==> src/rtl/prom_arb.sv <==
// prom_arb: two-requester arbiter and read sequencer in front of the 512 x 32 boot PROM.
// Define PROM_ARB_RR_EN for round-robin arbitration; otherwise requester 0 has fixed priority.
module prom_arb #(
    parameter int WAIT_MAX = 4,
    parameter int ERR_W    = 8
) (
    input  logic             clk,
    input  logic             rst,
    input  logic             m0_stb,
    input  logic             m0_we,
    input  logic [8:0]       m0_addr,
    output logic [31:0]      m0_data,
    output logic             m0_ack,
    input  logic             m1_stb,
    input  logic             m1_we,
    input  logic [8:0]       m1_addr,
    output logic [31:0]      m1_data,
    output logic             m1_ack,
    output logic             prom_stb,
    output logic             prom_we,
    output logic [8:0]       prom_addr,
    input  logic [31:0]      prom_data,
    input  logic             prom_ack,
    output logic             err,
    output logic [ERR_W-1:0] err_cnt
);

    // IDLE arbitrate | RD wait for prom ack | WRJ reject write | DONE ack cycle, then bubble
    typedef enum logic [1:0] {IDLE, RD, WRJ, DONE} state_t;

    localparam logic [3:0] CNT_LAST = 4'(WAIT_MAX - 1);

    state_t           state_q, state_d;
    logic             grant_q, grant_d;
    logic [3:0]       cnt_q, cnt_d;
    logic             prom_stb_q, prom_stb_d;
    logic [8:0]       prom_addr_q, prom_addr_d;
    logic [31:0]      m0_data_q, m0_data_d;
    logic [31:0]      m1_data_q, m1_data_d;
    logic             m0_ack_q, m0_ack_d;
    logic             m1_ack_q, m1_ack_d;
    logic             err_q, err_d;
    logic [ERR_W-1:0] err_cnt_q, err_cnt_d;

    logic             req_any;
    logic             win;
    logic             win_we;
    logic [8:0]       win_addr;
    logic             rd_done;
    logic             rd_tmo;
    logic             fin;
    logic [31:0]      fin_data;

`ifdef PROM_ARB_RR_EN
    logic last_q, last_d;
    assign win = (m0_stb && m1_stb) ? ~last_q : ~m0_stb;
`else
    assign win = ~m0_stb;
`endif

    assign req_any  = m0_stb | m1_stb;
    assign win_we   = win ? m1_we : m0_we;
    assign win_addr = win ? m1_addr : m0_addr;

    // The ack level seen in the first RD cycle is left over from the previous access.
    assign rd_done  = (state_q == RD) && (cnt_q != 4'd0) && prom_ack;
    assign rd_tmo   = (state_q == RD) && !rd_done && (cnt_q == CNT_LAST);
    assign fin      = rd_done | rd_tmo | (state_q == WRJ);
    assign fin_data = rd_done ? prom_data : 32'h0;

    always_ff @(posedge clk) begin
        if (!rst) begin
            state_q     <= IDLE;
            grant_q     <= 1'b0;
            cnt_q       <= 4'd0;
            prom_stb_q  <= 1'b0;
            prom_addr_q <= 9'd0;
            m0_data_q   <= 32'h0;
            m1_data_q   <= 32'h0;
            m0_ack_q    <= 1'b0;
            m1_ack_q    <= 1'b0;
            err_q       <= 1'b0;
            err_cnt_q   <= '0;
`ifdef PROM_ARB_RR_EN
            last_q      <= 1'b1;
`endif
        end else begin
            state_q     <= state_d;
            grant_q     <= grant_d;
            cnt_q       <= cnt_d;
            prom_stb_q  <= prom_stb_d;
            prom_addr_q <= prom_addr_d;
            m0_data_q   <= m0_data_d;
            m1_data_q   <= m1_data_d;
            m0_ack_q    <= m0_ack_d;
            m1_ack_q    <= m1_ack_d;
            err_q       <= err_d;
            err_cnt_q   <= err_cnt_d;
`ifdef PROM_ARB_RR_EN
            last_q      <= last_d;
`endif
        end
    end

    always_comb begin
        state_d = state_q;
        case (state_q)
            IDLE:    if (req_any) state_d = win_we ? WRJ : RD;
            RD:      if (rd_done || rd_tmo) state_d = DONE;
            WRJ:     state_d = DONE;
            DONE:    state_d = IDLE;
            default: state_d = IDLE;
        endcase
    end

    always_comb begin
        grant_d     = grant_q;
        cnt_d       = cnt_q;
        prom_stb_d  = prom_stb_q;
        prom_addr_d = prom_addr_q;
        m0_data_d   = m0_data_q;
        m1_data_d   = m1_data_q;
        m0_ack_d    = 1'b0;
        m1_ack_d    = 1'b0;
        err_d       = 1'b0;
        err_cnt_d   = err_cnt_q;
`ifdef PROM_ARB_RR_EN
        last_d      = last_q;
`endif
        if (state_q == IDLE && req_any) begin
            grant_d = win;
`ifdef PROM_ARB_RR_EN
            last_d  = win;
`endif
            if (!win_we) begin
                prom_stb_d  = 1'b1;
                prom_addr_d = win_addr;
                cnt_d       = 4'd0;
            end
        end
        if (state_q == RD) begin
            cnt_d = cnt_q + 4'd1;
        end
        if (fin) begin
            prom_stb_d = 1'b0;
            err_d      = ~rd_done;
            if (grant_q) begin
                m1_ack_d  = 1'b1;
                m1_data_d = fin_data;
            end else begin
                m0_ack_d  = 1'b1;
                m0_data_d = fin_data;
            end
        end
        if (err_d && (err_cnt_q != {ERR_W{1'b1}})) begin
            err_cnt_d = err_cnt_q + ERR_W'(1);
        end
    end

    assign m0_data   = m0_data_q;
    assign m0_ack    = m0_ack_q;
    assign m1_data   = m1_data_q;
    assign m1_ack    = m1_ack_q;
    assign prom_stb  = prom_stb_q;
    assign prom_we   = 1'b0;
    assign prom_addr = prom_addr_q;
    assign err       = err_q;
    assign err_cnt   = err_cnt_q;

endmodule

==> config.mk <==
export PLATFORM = sky130hd
export DESIGN_NAME = prom_arb
export DESIGN_NICKNAME = d
export VERILOG_FILES = /design/src/rtl/prom_arb.sv
export SDC_FILE = /design/constraint.sdc
export NUM_CORES = 1
export LEC_CHECK = 0
export CAP_MARGIN = 25
export CELL_PAD_IN_SITES_DETAIL_PLACEMENT = 0
export CELL_PAD_IN_SITES_GLOBAL_PLACEMENT = 1
export CORE_MARGIN = 2
export CORE_UTILIZATION = 35
export CTS_CLUSTER_DIAMETER = 100
export DETAILED_ROUTE_END_ITERATION = 16
export GPL_TIMING_DRIVEN = 1
export PLACE_DENSITY_LB_ADDON = 0.1
export SLEW_MARGIN = 20
export SYNTH_ARGS = -nofsm -noshare
export SYNTH_HDL_FRONTEND = slang
export SYNTH_SLANG_ARGS = --single-unit
==> constraint.sdc <==
create_clock -name clk -period 2.9 [get_ports clk]
set_input_delay 0.725 -clock clk [delete_from_list [all_inputs] [get_ports clk]]
set_output_delay 0.725 -clock clk [all_outputs]
set_load 0.01 [all_outputs]
==> impl_summary.txt <==
----------------------------------------------------
[Timing]
  Count of endpoints failing hold in the final timing report ... 0
  Clk_skew ... 0.0121 ns
  Share of the clock period used by the worst path ... 71.6%
  Final worst slack ... 0.823 ns
  Relative slew slack ... 44.6%
  Setup TNS ... 0 ns
  Time the worst path needs with I/O delays and setup ... 2.08 ns
  Setup repair after global routing missed its margin ... false
  Number of slew-limit violations in the final report ... 0
  Total setup violations reported at the end of the flow ... 0
  Fmax ... 482 MHz
  Slew @ Worst Pin ... 0.831 ns

[Logic synthesis]
  Biggest area consumer among synthesized cells ... dfxtp_1
  Top cells by count, synth ... dfxtp_1, mux2i_1, nand2_1
  Number of synthesized flops with an enable pin ... 0
  Ys async rst share ... 0%
  Synthesized flop and latch total ... 92
  Synthesis warning total ... 0
  Top post-synthesis cells by area ... dfxtp_1, mux2i_1, nand2_1, nand3_1, a211oi_1
  Post-synthesis average cell area ... 9.59 sq um
  Synthesized Nets ... 467
  Most frequent cell after synthesis ... dfxtp_1
  Sequential-to-total area share from yosys stat ... 47.5%
  Unique masters post-synth ... 44
  Share of the synthesized area in the top cell type ... 47.5%
  Number of standard cells after synthesis ... 404
  Synthesized cell area ... 3870 sq um
  Most used flip-flop cell after synthesis ... dfxtp_1

[Power]
  Power density of the placed cells ... 585 nW/um^2
  Net switching power ... 0.000953 W
  Worst VDD drop ... 0.314 mV
  Clock Power Share ... 31.5%
  Switching fraction of total power ... 29.0%
  Sequential cell fraction of total power ... 42.1%
  Internal power of the cells ... 0.00233 W
  Combinational cell fraction of total power ... 26.4%
  Leakage component of the power ... 1.90 nW

[Route]
  Total Routed Length ... 9920 um
  DRC violation total after the first TritonRoute iteration ... 140
  Antenna Nets Post-Route ... 0
  Metal-1 WL ... 4230 um
  Routed wire per std cell ... 14.6 um
  Met3 wire length ... 891 um
  Pre-Repair DR Iteration Count ... 4
  DRC viols ... 0
  Total length of routed met2 wires ... 4670 um
  Vias per Instance ... 4.91
  Routed vias ... 3332
  Uppermost layer routed ... met4

[Floorplan]
  Initial Util ... 35.7%
  Core Box Area ... 10800 sq um
  DIE AREA ... 11900 sq um
  Number of placement rows ... 38
  Die width ... 109 um
  Number of ports placed on the die boundary ... 143
  Y dimension of the die ... 109 um

[Global routing]
  Sum of overflow across all layers after global routing ... 0
  All-Layer GR Usage ... 17.1%
  Via count of the first global-routing pass ... 3288
  Wire length of the first global-routing pass ... 16000 um
  Initial antenna violation count ... 0
  Largest net degree at the start of global routing ... 44

[CTS]
  Setup repair bufs after CTS ... 0
  Number of buffers on the longest clock path ... 2
  Resized Gates After CTS ... 0
  Clock slew seen by the registers of the worst setup and hold paths ... 0.08 ns
  CTS tree ... yes
  Hold buffer count at cts ... 0
  Skew-Pair Late Insertion Delay ... 0.36 ns
  H-tree lvl count ... 3
  Clk sink count ... 92
  TritonCTS Buffers ... 9
  Clock root buffer ... clkbuf_8

[Critical path]
  Bufs and invs on worst path ... 1
  Max stage delay on crit path ... 0.58 ns
  Critical Path Source Type ... flop
  Critical-path maximum fanout ... 7
  Required arrival time at the worst endpoint ... 2.17 ns
  Setup CP Type ... reg2out
  Worst path top cell family by delay ... buffers and inverters
  Critical Path Sink Type ... output pin
  Critical Path AT ... 1.35 ns
  Cells traversed along the worst timing path ... clkdlybuf4s50_1
  Critical path's slowest cell ... clkdlybuf4s50_1

[Placement]
  Final HPWL from detailed placement ... 6910 um
  IO buf count ... 141
  Area post-placement ... 5380 sq um
  Weighted congestion at the end of routability-driven global placement ... 0.740
  Worst slack, placed ... 0.555 ns

[Final layout]
  Filler cell count ... 1050
  P&R area growth vs syn ... 45.0%
  Post-layout nets ... 598
  Antenna Cells ... 0
  Area of all placed cells without fillers ... 5620 sq um
  Share of post-route cells with drive strength above 1 ... 6.12%
  Footprint of the multi-input gates ... 1860 sq um
  Final standard cell utilization of the core ... 51.8%
  Area occupied by registers ... 1840 sq um

[Run]
  Number of violations of the max-capacitance limit ... 0

[Hold path]
  Classification of the worst-slack hold path ... reg2reg

[Run status]
  Run status ... completed

----------------------------------------------------
cell families after synthesis:
group | share of synthesized area [%]
flops | 47.5
buf+inv | 5.04
compound gates | 8.33
other cells | 0.0968
fa+ha+maj | 1.94
simple gates | 17.7
mux | 19.4
final cells by class:
class                   count  area share, %
repair buffers            150           26.3
flip-flops and latches     92           32.8
clock buffers              11           2.52
inverters                   8          0.535
clock inverters             4           1.74
multi-input cells         274           33.0
well taps                 140           3.12
flip-flops by register name, summed over array words and instances (netlist names):
register   cells
state_q        2
prom_addr      9
m1_data       32
m0_data       32
err            1
m1_ack         1
grant_q        1
err_cnt        8
m0_ack         1
prom_stb       1
cnt_q          4
power by group through the flow:
stage / clock network [W] / registers, W / logic (W)
finish: 0.00103 / 0.00139 / 0.000867
global route: 0.00113 / 0.00140 / 0.000960
CTS: 0.00107 / 0.00139 / 0.000882
detailed placement: 0 / 0.00142 / 0.000876
global placement: 0 / 0.00141 / 0.000875
floorplan: 0 / 0.00143 / 0.000565
worst reg2reg max path, cell delays in order, from the launching register on:
cell      delay (ns)
dfxtp_1         0.33
inv_1           0.07
ha_1            0.39
and4bb_4        0.32
nor2_2          0.08
a21oi_4         0.16
buf_4           0.36
mux2i_1         0.25
placed cells by master, fill, tap and decap left out, types with 3 or more instances in the layout:
cell type        instances
dfxtp_1                 92
or3_1                    4
buf_4                   10
nand2_1                 72
mux2i_1                 75
nor2_1                  14
a211oi_1                10
bufinv_16                3
clkbuf_8                10
o21ai_1                  3
o21ai_0                  5
inv_1                    8
nand3_1                 38
nor3_1                   3
clkdlybuf4s50_1        140
ha_1                     6
a21oi_1                 10
a311oi_1                 3
worst paths after layout:
kind | startpoint | end | slack [ns] | depth (start not counted)
min | m0_data[28] | m0_data[28] | 0.46 | 2
min reg2reg | m0_data[28] | m0_data[28] | 0.46 | 2
max | err_cnt[2] | err_cnt[2] | 0.82 | 1
max reg2reg | state_q[1] | m0_data[31] | 0.86 | 7
routing by layer:
metal  vias to the layer above  track usage [%]
met3                        11             6.28
li1                       1671                -
met4                         0             5.61
met5                         -                0
met2                       104             27.8
met1                      1546             20.9
through the flow:
step	power [W]	instances	hold WS [ns]
3_5_place_dp	0.00229	664	0.447
2_1_floorplan	0.00199	404	0.467
6_report	0.00329	679	0.460
3_3_place_gp	0.00229	664	0.442
4_1_cts	0.00334	679	0.463
5_1_grt	0.00348	679	0.481
Note: power is estimated with default switching activity, not from simulation.
